===== src/rtl/mips_pkg.sv =====
// Shared definitions for the multi-cycle MIPS slice: memory sequencer states,
// opcodes shared with the control unit, and default widths.
package mips_pkg;

  localparam int unsigned AW_DEF      = 32;
  localparam int unsigned DW_DEF      = 32;
  localparam int unsigned TIMEOUT_DEF = 255;

  localparam logic [5:0] LW = 6'b100011;
  localparam logic [5:0] SW = 6'b101011;

  typedef enum logic [1:0] {
    IDLE = 2'd0,
    WAIT = 2'd1,
    DONE = 2'd2,
    ERR  = 2'd3
  } mem_state_t;

endpackage


===== src/rtl/mem_stall_ctrl.sv =====
// Memory-access sequencer: turns control-unit memory strobes into a req/ack
// transaction, owns IR/MDR, and stalls the FSM via run. Optional MEM_TIMEOUT_EN.
module mem_stall_ctrl
  import mips_pkg::*;
#(
  parameter int unsigned AW      = AW_DEF,
  parameter int unsigned DW      = DW_DEF,
  parameter int unsigned TIMEOUT = TIMEOUT_DEF
) (
  input  logic          clk,
  input  logic          rst,
  input  logic          run_en,
  input  logic          cu_mem_rd,
  input  logic          cu_mem_wr,
  input  logic          cu_irwrite,
  input  logic          cu_iord,
  input  logic [AW-1:0] pc,
  input  logic [AW-1:0] alu_out,
  input  logic [DW-1:0] wdata,
  output logic          run,
  output logic          mem_req,
  output logic          mem_we,
  output logic [AW-1:0] mem_addr,
  output logic [DW-1:0] mem_wdata,
  input  logic          mem_ack,
  input  logic [DW-1:0] mem_rdata,
  output logic [DW-1:0] ir,
  output logic [DW-1:0] mdr,
  output logic          busy,
  output logic          bus_err
);

  if (TIMEOUT == 0) begin : g_timeout_check
    $error("mem_stall_ctrl: TIMEOUT must be at least 1");
  end

  mem_state_t    state, state_n;
  logic          req_n, we_n;
  logic [AW-1:0] addr_n;
  logic [DW-1:0] wd_n, ir_n, mdr_n;
  logic          access;

  assign access = cu_mem_rd | cu_mem_wr;
  assign busy   = (state == WAIT) || (state == DONE);

`ifdef MEM_TIMEOUT_EN
  localparam int unsigned CW = ($clog2(TIMEOUT + 1) > 8) ? $clog2(TIMEOUT + 1) : 8;
  logic [CW-1:0] cnt, cnt_n;
  logic          err_q, err_n;
  assign bus_err = err_q;
`else
  assign bus_err = 1'b0;
`endif

  always_ff @(posedge clk) begin
    if (rst) begin
      state     <= IDLE;
      mem_req   <= 1'b0;
      mem_we    <= 1'b0;
      mem_addr  <= '0;
      mem_wdata <= '0;
      ir        <= '0;
      mdr       <= '0;
`ifdef MEM_TIMEOUT_EN
      cnt       <= '0;
      err_q     <= 1'b0;
`endif
    end else begin
      state     <= state_n;
      mem_req   <= req_n;
      mem_we    <= we_n;
      mem_addr  <= addr_n;
      mem_wdata <= wd_n;
      ir        <= ir_n;
      mdr       <= mdr_n;
`ifdef MEM_TIMEOUT_EN
      cnt       <= cnt_n;
      err_q     <= err_n;
`endif
    end
  end

  always_comb begin
    state_n = state;
    req_n   = mem_req;
    we_n    = mem_we;
    addr_n  = mem_addr;
    wd_n    = mem_wdata;
    ir_n    = ir;
    mdr_n   = mdr;
    run     = 1'b0;
`ifdef MEM_TIMEOUT_EN
    cnt_n   = cnt;
    err_n   = err_q;
`endif
    case (state)
      IDLE: begin
        if (!access) begin
          run = run_en;
        end else if (run_en) begin
          req_n   = 1'b1;
          we_n    = cu_mem_wr;
          addr_n  = cu_iord ? alu_out : pc;
          wd_n    = wdata;
          state_n = WAIT;
`ifdef MEM_TIMEOUT_EN
          cnt_n   = '0;
`endif
        end
      end
      WAIT: begin
        if (mem_ack) begin
          req_n   = 1'b0;
          state_n = DONE;
          // The registered write flag decides capture, so rd&wr never loads data.
          if (!mem_we) begin
            if (cu_irwrite) ir_n  = mem_rdata;
            else            mdr_n = mem_rdata;
          end
`ifdef MEM_TIMEOUT_EN
        end else if (cnt == CW'(TIMEOUT - 1)) begin
          req_n   = 1'b0;
          err_n   = 1'b1;
          state_n = ERR;
        end else begin
          cnt_n = cnt + 1'b1;
`endif
        end
      end
      DONE: begin
        run = run_en;
        if (run_en) state_n = IDLE;
      end
      default: ;
    endcase
  end

endmodule


===== config.mk =====
export PLATFORM = sky130hd
export DESIGN_NAME = mem_stall_ctrl
export DESIGN_NICKNAME = d
export VERILOG_FILES = /design/src/rtl/mips_pkg.sv /design/src/rtl/mem_stall_ctrl.sv
export SDC_FILE = /design/constraint.sdc
export NUM_CORES = 1
export LEC_CHECK = 0
export BUFFER_PORTS_ARGS = -buffer_cell sky130_fd_sc_hd__buf_2
export CORE_ASPECT_RATIO = 0.8
export CORE_MARGIN = 2
export CORE_UTILIZATION = 35
export CTS_CLUSTER_SIZE = 25
export DETAILED_ROUTE_END_ITERATION = 12
export GPL_TIMING_DRIVEN = 0
export MAX_ROUTING_LAYER = met4
export PLACE_DENSITY = 0.63
export SLEW_MARGIN = 20
export SYNTH_ARGS = -nofsm -noshare
export SYNTH_HDL_FRONTEND = slang
export SYNTH_SLANG_ARGS = --single-unit
export TNS_END_PERCENT = 10

===== constraint.sdc =====
create_clock -name clk -period 1.7 [get_ports clk]
set_clock_uncertainty 0.15 [all_clocks]
set_input_delay 0.34 -clock clk [delete_from_list [all_inputs] [get_ports clk]]
set_output_delay 0.34 -clock clk [all_outputs]
set_load 0.01 [all_outputs]

* Word level (Yosys, flattened, before mapping)
Index checks and enable logic that the tools add are counted. W data, S select, Z words.
Storage, ports and cells: word-level logic and storage cells 37, bits in registers 132
Cells by class: reductions and logical operators 9, mux-type cells 12, eq/ne operators 6, bitwise gates (word level) 3
Operators by type and width (count):
- $mux W32 | 1
- $reduce_and A4 Y1 | 3
- $mux W2 | 4
- $ne A2 B2 Y1 const B | 4
- $pmux W2 S3 | 1
- $reduce_and A5 Y1 | 1
- $mux W1 | 4
- $pmux W1 S2 | 2
- $reduce_and A3 Y1 | 1
- $reduce_bool A3 Y1 | 1
- $eq A2 B1 Y1 const B | 1
- $eq A2 B2 Y1 const B | 1
- $logic_not A2 Y1 | 1
- $not A1 Y1 | 2
- $reduce_bool A2 Y1 | 1
- $logic_or A1 B1 Y1 | 1
- $or A1 B1 Y1 | 1

* Logic depth before layout (Yosys ltp)
Gate-level depths: netlist of the first run.
word-level depth 3, mapped depth 8

* Worst setup path after synthesis of the first run
Ideal clock, no wire load.
path kind register to register, from reg state[0], to reg state[0], data required time 1.429 ns, path buffers 0, slack -0.074 ns, cell stages (with the launch flop) 6, arrival 1.503 ns, library setup time 0.121 ns, cells stage by stage dfxtp_1 -> inv_1 -> ha_1 -> nor3b_1 -> a2111oi_4 -> mux2_4
Between the ends: longest elaborated chain between the ends 3
RTL lines:
- start: declaration | RTL line mem_stall_ctrl.sv:37 | mem_state_t state, state_n;
- start signal: assignment | RTL line mem_stall_ctrl.sv:69 | state <= state_n;
- $eq A2 B2 Y1 (tied with other cells) | RTL line mem_stall_ctrl.sv:96 | case (state)
- $ne A2 B2 Y1 (no line) / $reduce_bool A3 Y1 (equally long branches)
- $reduce_and A5 Y1 (no line)
Parallel ways exist; a longest one is shown, timed or not. A chain may end at the register's enable or synchronous reset.

* Final worst setup path of the first run
from reg state[0], to out run
Between the ends: longest elaborated chain between the ends 2
RTL lines:
- $eq A2 B2 Y1 / $logic_not A2 Y1 (equally long branches) | RTL line mem_stall_ctrl.sv:96
- $pmux W1 S2 * | RTL line mem_stall_ctrl.sv:96
- end: declaration | RTL line mem_stall_ctrl.sv:20 | output logic run,
Every way passes the cells marked *; elsewhere a longest branch is shown, timed or not.

==> results of run 1 <==
[final cells by class]
type / count / area, um^2 / share of cell area (%)
clock buffer: 17 / 425 / 5.34
sequential: 132 / 2650 / 33.2
tap: 189 / 236 / 2.97
timing repair buffer: 305 / 1720 / 21.5
buffer: 49 / 343 / 4.30
antenna: 1 / 2.50 / 0.0314
clock inverter: 15 / 138 / 1.73
inverter: 5 / 23.8 / 0.298
multi-input combinational: 415 / 2440 / 30.6
[flip-flops by register name (all words and copies together), names as in the netlist]
signal,flops
state,2
mdr,32
mem_wdata,32
ir,32
mem_we,1
mem_addr,32
mem_req,1
[what timing repair did]
item	4_1_cts	5_1_grt
pin swaps	11	20
setup buffers	7	3
gates resized for setup	24	16
endpoints found under the setup margin	123	125
hold endpoints to repair	30	0
hold buffers	30	0
[cells by family (layout without fill, tap and decap cells)]
family / count (synthesis) / after routing / synth area share, %
AO/OA/AOI/OAI: 138 / 138 / 19.0
adder cells (fa/ha/maj): 6 / 6 / 1.42
buffers and inverters: 54 / 391 / 5.80
flip-flops: 132 / 132 / 49.8
multiplexers: 34 / 34 / 6.51
other: 1 / 2 / 0.0707
AND/OR/NAND/NOR: 236 / 236 / 17.4
[metal layers]
layer  up-vias  GRT usage (%)
li1       2659              -
met1      2409           27.2
met2       147           31.1
met3        14           4.22
met4         0           6.27
met5         -              -
[worst min-delay path by stage]
stage,startpoint,slack [ps],end,cells after the start
floorplan,state[1]$_SDFFE_PP0P_,320,state[1]$_SDFFE_PP0P_,2
global placement,mem_wdata[10]$_SDFFE_PP0P_,290,mem_wdata[10]$_SDFFE_PP0P_,2
detailed placement,mem_wdata[22]$_SDFFE_PP0P_,290,mem_wdata[22]$_SDFFE_PP0P_,2
CTS,mem_rdata[30],0.2,mdr[30]$_SDFFE_PP0P_,3
global route,wdata[1],7,mem_wdata[1]$_SDFFE_PP0P_,3
finish,mem_rdata[15],20,mdr[15]$_SDFFE_PP0P_,3
[cell usage in the layout (no fill, tap or decap), types with 4 or more instances in the layout]
master	instances
clkbuf_16	17
a211oi_2	30
buf_2	277
dfxtp_1	130
inv_6	6
nor2_1	35
nand2_1	193
dlygate4sd3_1	30
mux2i_1	33
clkbuf_1	9
a21oi_1	79
buf_6	8
a21oi_2	18
buf_4	20
inv_8	4
[worst max-delay path: cells and delay by family, from the launching register on]
kind / cells / cell delay [ps]
adder cells (fa/ha/maj): 1 / 150
AO/OA/AOI/OAI: 1 / 180
buffers and inverters: 3 / 320
flip-flops: 1 / 360
[through the flow]
stage	std cells	setup TNS [ps]	hold WS, ps
detailed placement	1055	-10150	294
CTS	1124	-1120	0.181
floorplan	601	-0.469	325
finish	1128	-674	20.7
global placement	1055	-9280	289
global route	1128	-8850	6.99
[power by group through the flow]
stage               combinational, W  sequential (W)  clock [W]
floorplan                    0.00142         0.00394          0
global placement             0.00251         0.00375          0
finish                       0.00292         0.00370    0.00349
detailed placement           0.00253         0.00376          0
global route                 0.00319         0.00375    0.00374
CTS                          0.00282         0.00370    0.00359
==> metrics.md, run 1 <==
| Metric | Value |
|---|---|
| Status | finished with violations |
| Failing checks | setup timing |
| Post-route antenna net violation count | 0 |
| Met3 WL | 676 um |
| Gr ovfl total | 0 |
| Via count | 5229 |
| Startpoint types | flip-flop |
| Reg2reg setup slack | -150 ps |
| Pleak | 3.65 nW |
| Cell Pwr Density | 1270 nW/um^2 |
| Clk Latency, worst-skew pair | 410 ps |
| Design Power | 0.0101 W |
| Die W | 142 um |
| GRT Util Overall | 20.3% |
| Metal2 WL | 7.56 mm |
| Via density | 4.64 |
| DRT Pass-1 Iters | 4 |
| CTS Buf Count | 17 |
| Core footprint | 14900 um^2 |
| Worst Setup SP | state[0]$_SDFFE_PP0P_ |
| Max Used Layer | met4 |
| DRC | 0 |
| Worst R2R End | state[0]$_SDFFE_PP0P_ |
| Cell internal pwr | 0.00679 W |
| Crit. End Element | primary output |
| Switching part of the total | 32.8% |
| PortBufs | 265 |
| Final worst-path cycle share | 113% |
| Most frequent cells after synthesis | nand2_1, dfxtp_1, a21oi_1 |
| Final Max Tran Viols | 0 |
| Max-Cap Viols | 0 |
| Wirelength per Cell | 14.3 um |
| Required time worst endpoint | 1210 ps |
| First-pass GRT wire length | 24.9 mm |
| Critical-path top delay cell | dfxtp_4 |
| Row cnt | 40 |
| CP endpoint | run |
| Core Util, Final | 53.4% |
| Largest area contributor in the netlist | dfxtp_1 |
| CTS tree | done |
| Die area | 16200 um^2 |
| Htree depth | 4 |
| Initial antenna violation count | 1 |
| Critical Path, Cell by Cell | inv_4 > buf_4 > ha_4 > o21a_1 > buf_2 |
| RSZ-0062 raised after global routing | yes |
| Final wirelength | 16.1 mm |
| Sequential power share | 36.6% |
| Synth warn | 0 |
| Post-synth EDFFs | 0 |
| Seq/Total Area, Yosys | 49.8% |
| Worst R2R Start | state[0]$_SDFFE_PP0P_ |
| Hold crit path type | primary input to flip-flop |
| Starting density of the core | 35.6% |
| Switching power total | 0.00332 W |
| Largest cells by area after synthesis | dfxtp_1, nand2_1, a21oi_1 |
| Clock-pin slew on the worst setup and hold paths | 60 ps |
| Mapped Avg Cell Area | 8.83 um^2 |
| FMAX | 521 MHz |
| Post-synth top area share | 49.8% |
| Period minus WS final | 1920 ps |
| Post-synth cell types | 32 |
| Clk sinks | 132 |
| Post-route cell area | 7970 um^2 |
| Arr. time, crit path | 1430 ps |
| Pre-CTS WS | -177 ps |
| Crit path kind | flip-flop to primary output |
| Max Root-Sink Buffers | 2 |
| Peak VDD IR | 680 uV |
| Largest net degree at the start of global routing | 17 |
| Synth Flop Type | dfxtp_1 |
| Layout cells sized above 1 | 43.1% |
| Slew margin rel. | 53.8% |
| Final Worst Setup Slack | -219 ps |
| Clk root buf | clkbuf_16 |
| Clock power share | 34.5% |
| Comb pwr share | 28.9% |
| Crit path largest cell delay | 360 ps |
| Syn Nets | 743 |
| Worst r2r path cells | 7 |
| GP Congestion | 0.794 |
| Top Ports | 269 |
| Vias in the first global route | 4791 |
| Synthesized area | 5310 um^2 |
| Layout fillers | 1464 |
| Area Overhead vs Synth | 50.2% |
| 1st-iter DRT viols | 192 |
| Crit-path max FO | 3 |
| Post-synth ARST share | 0% |
| Seq cells post-synth | 132 |
| NumNets Final | 1067 |
| Final setup violation count | 10 |
| Worst-margin pin slew | 693 ps |
| Area after DPL | 6880 um^2 |
| M1 WL | 7.69 mm |
| Post-DP HPWL | 11.9 mm |
| Synthesized instance count | 601 |
| Final hold violation count | 0 |
| Most numerous cell in the Yosys netlist | nand2_1 |
| Die Y | 114 um |
Note: power is estimated with default switching activity, not from simulation.
==> run 2, diff against run 1 <==
--- a/config.mk
+++ b/config.mk
@@ -13,7 +13,7 @@
 export DETAILED_ROUTE_END_ITERATION = 12
 export GPL_TIMING_DRIVEN = 0
 export MAX_ROUTING_LAYER = met4
-export PLACE_DENSITY = 0.63
+export PLACE_DENSITY = 0.6
 export SLEW_MARGIN = 20
 export SYNTH_ARGS = -nofsm -noshare
 export SYNTH_HDL_FRONTEND = slang
==> constraint.sdc (replaced) <==
create_clock -name clk -period 1.8 [get_ports clk]
set_clock_uncertainty 0.15 [all_clocks]
set_input_delay 0.36 -clock clk [delete_from_list [all_inputs] [get_ports clk]]
set_output_delay 0.36 -clock clk [all_outputs]
set_load 0.01 [all_outputs]
==> metrics.md, run 2 (synthesized netlist as in run 1, its figures left out) <==
| Metric | Value |
|---|---|
| Status | finished with violations |
| Failing checks | setup timing |
| Post-route cell area | 7520 um^2 |
| Critical path's top delay family | flip-flops |
| Final Worst Setup Slack | -143 ps |
| Die area | 16200 um^2 |
| Post-route antenna net violation count | 0 |
| Cell Pwr Density | 1220 nW/um^2 |
| DRC | 0 |
| Post-DP HPWL | 11.8 mm |
| Peak VDD IR | 659 uV |
| Core Util, Final | 50.4% |
| Most frequent cells in the layout | buf_2, nand2_1, dfxtp_1, a21oi_1, nor2_1 |
| Hold WS | 32.6 ps |
| Die Y | 114 um |
| Max Root-Sink Buffers | 2 |
| Buffers & Inverters on Critical Path | 2 |
| Crit-path max FO | 4 |
| GP Congestion | 0.813 |
| 1st-iter DRT viols | 192 |
| Initial antenna violation count | 1 |
| Final wirelength | 15.6 mm |
| GRT Util Overall | 19.9% |
| Core footprint | 14900 um^2 |
| Hold crit path type | primary input to flip-flop |
| Via density | 4.59 |
| Final hold violation count | 0 |
| Area Overhead vs Synth | 41.8% |
| Layout fillers | 1480 |
| Htree depth | 4 |
| Die W | 142 um |
| Clk root buf | clkbuf_16 |
| Required time worst endpoint | 1290 ps |
| Largest net degree at the start of global routing | 17 |
| Critical-path top delay cell | dfxtp_4 |
| Area after DPL | 6870 um^2 |
| Layout cells sized above 1 | 43.2% |
| RSZ-0062 raised after global routing | yes |
| Clk sinks | 132 |
| CTS hold repair buffers | 0 |
| Gr ovfl total | 0 |
| Final setup violation count | 2 |
| Clk Latency, worst-skew pair | 410 ps |
| Crit path largest cell delay | 370 ps |
| Final Max Tran Viols | 0 |
| Row cnt | 40 |
| Slew margin rel. | 53.2% |
| Period minus WS final | 1940 ps |
| Worst-margin pin slew | 703 ps |
| PortBufs | 265 |
| First-pass GRT wire length | 24.3 mm |
| Clock-pin slew on the worst setup and hold paths | 60 ps |
| CTS Buf Count | 17 |
| Arr. time, crit path | 1430 ps |
| Via count | 5013 |
| Max-Cap Viols | 0 |
| CTS tree | done |
| Final worst-path cycle share | 108% |
| Vias in the first global route | 4675 |
| Starting density of the core | 35.6% |
| Crit. End Element | primary output |
| Critical Path, Cell by Cell | inv_4 > ha_4 > nor3b_4 > o21a_1 > buf_6 |
| Wirelength per Cell | 14.3 um |
| NumNets Final | 1031 |
| Top Ports | 269 |
| Pleak | 3.46 nW |
| Crit path kind | flip-flop to primary output |
| Commonest non-fill, non-tap cell in the layout | buf_2 |
| FMAX | 515 MHz |
| DRT Pass-1 Iters | 4 |
| Startpoint types | flip-flop |
run 2: final timing paths:
check                             start                        end  slack, ps  cells past startpoint
setup reg to reg  state[0]$_SDFFE_PP0P_      state[0]$_SDFFE_PP0P_         10                      6
hold / removal                 wdata[3]  mem_wdata[3]$_SDFFE_PP0P_         30                      3
hold reg to reg     ir[23]$_SDFFE_PP0P_        ir[23]$_SDFFE_PP0P_        300                      2
setup / recovery  state[0]$_SDFFE_PP0P_                        run       -140                      5
run 2: area by class of cell:
cell class	instances	area [um^2]	share of cell area, %
Tap cell	189	236	3.14
Timing Repair Buffer	270	1370	18.2
Sequential cell	132	2650	35.2
Multi-Input combinational cell	415	2380	31.7
Clock buffer	21	480	6.39
Inverter	5	23.8	0.316
Antenna cell	1	2.50	0.0333
Clock inverter	11	78.8	1.05
Buffer	48	302	4.01
run 2: worst reg2reg max path, stage by stage (launching register included):
cell       delay, ps
dfxtp_4          370
inv_4             50
ha_4             150
nor3b_4          140
buf_4            140
a2111oi_4        340
mux2_4           330
run 2: routing by layer:
| metal | share of wire, % | global-route usage [%] |
|---|---|---|
| met1 | 48 | 26.7 |
| met2 | 44 | 29.0 |
| met3 | 5.6 | 4.64 |
| met4 | 2.0 | 7.87 |
| met5 | 0 | - |
run 2: repair_timing:
action                                  in CTS  in global routing
resized for setup                           14                  8
setup buffers                                3                  2
cloned                                       0                  0
pin swaps                                    2                  2
endpoints found under the setup margin      86                119
run 2: where the power goes:
part / switching, W / leakage, nW / total (W) / internal (W)
Sequential: 0.000191 / 1.08 / 0.00350 / 0.00331
Combinational: 0.00140 / 2.13 / 0.00246 / 0.00106
Clock: 0.00130 / 0.251 / 0.00320 / 0.00190
Total: 0.00288 / 3.46 / 0.00916 / 0.00627
run 2: per-stage QoR:
| step | setup slack (ps) | setup TNS (ps) | cells | total power (W) |
|---|---|---|---|---|
| after floorplan | 26.1 | 0 | 601 | 0.00503 |
| after global placement | -150 | -4200 | 1055 | 0.00590 |
| after detailed placement | -173 | -3980 | 1055 | 0.00591 |
| after CTS | -189 | -234 | 1090 | 0.00921 |
| after global routing | -214 | -2660 | 1092 | 0.00968 |
| final | -143 | -165 | 1092 | 0.00916 |
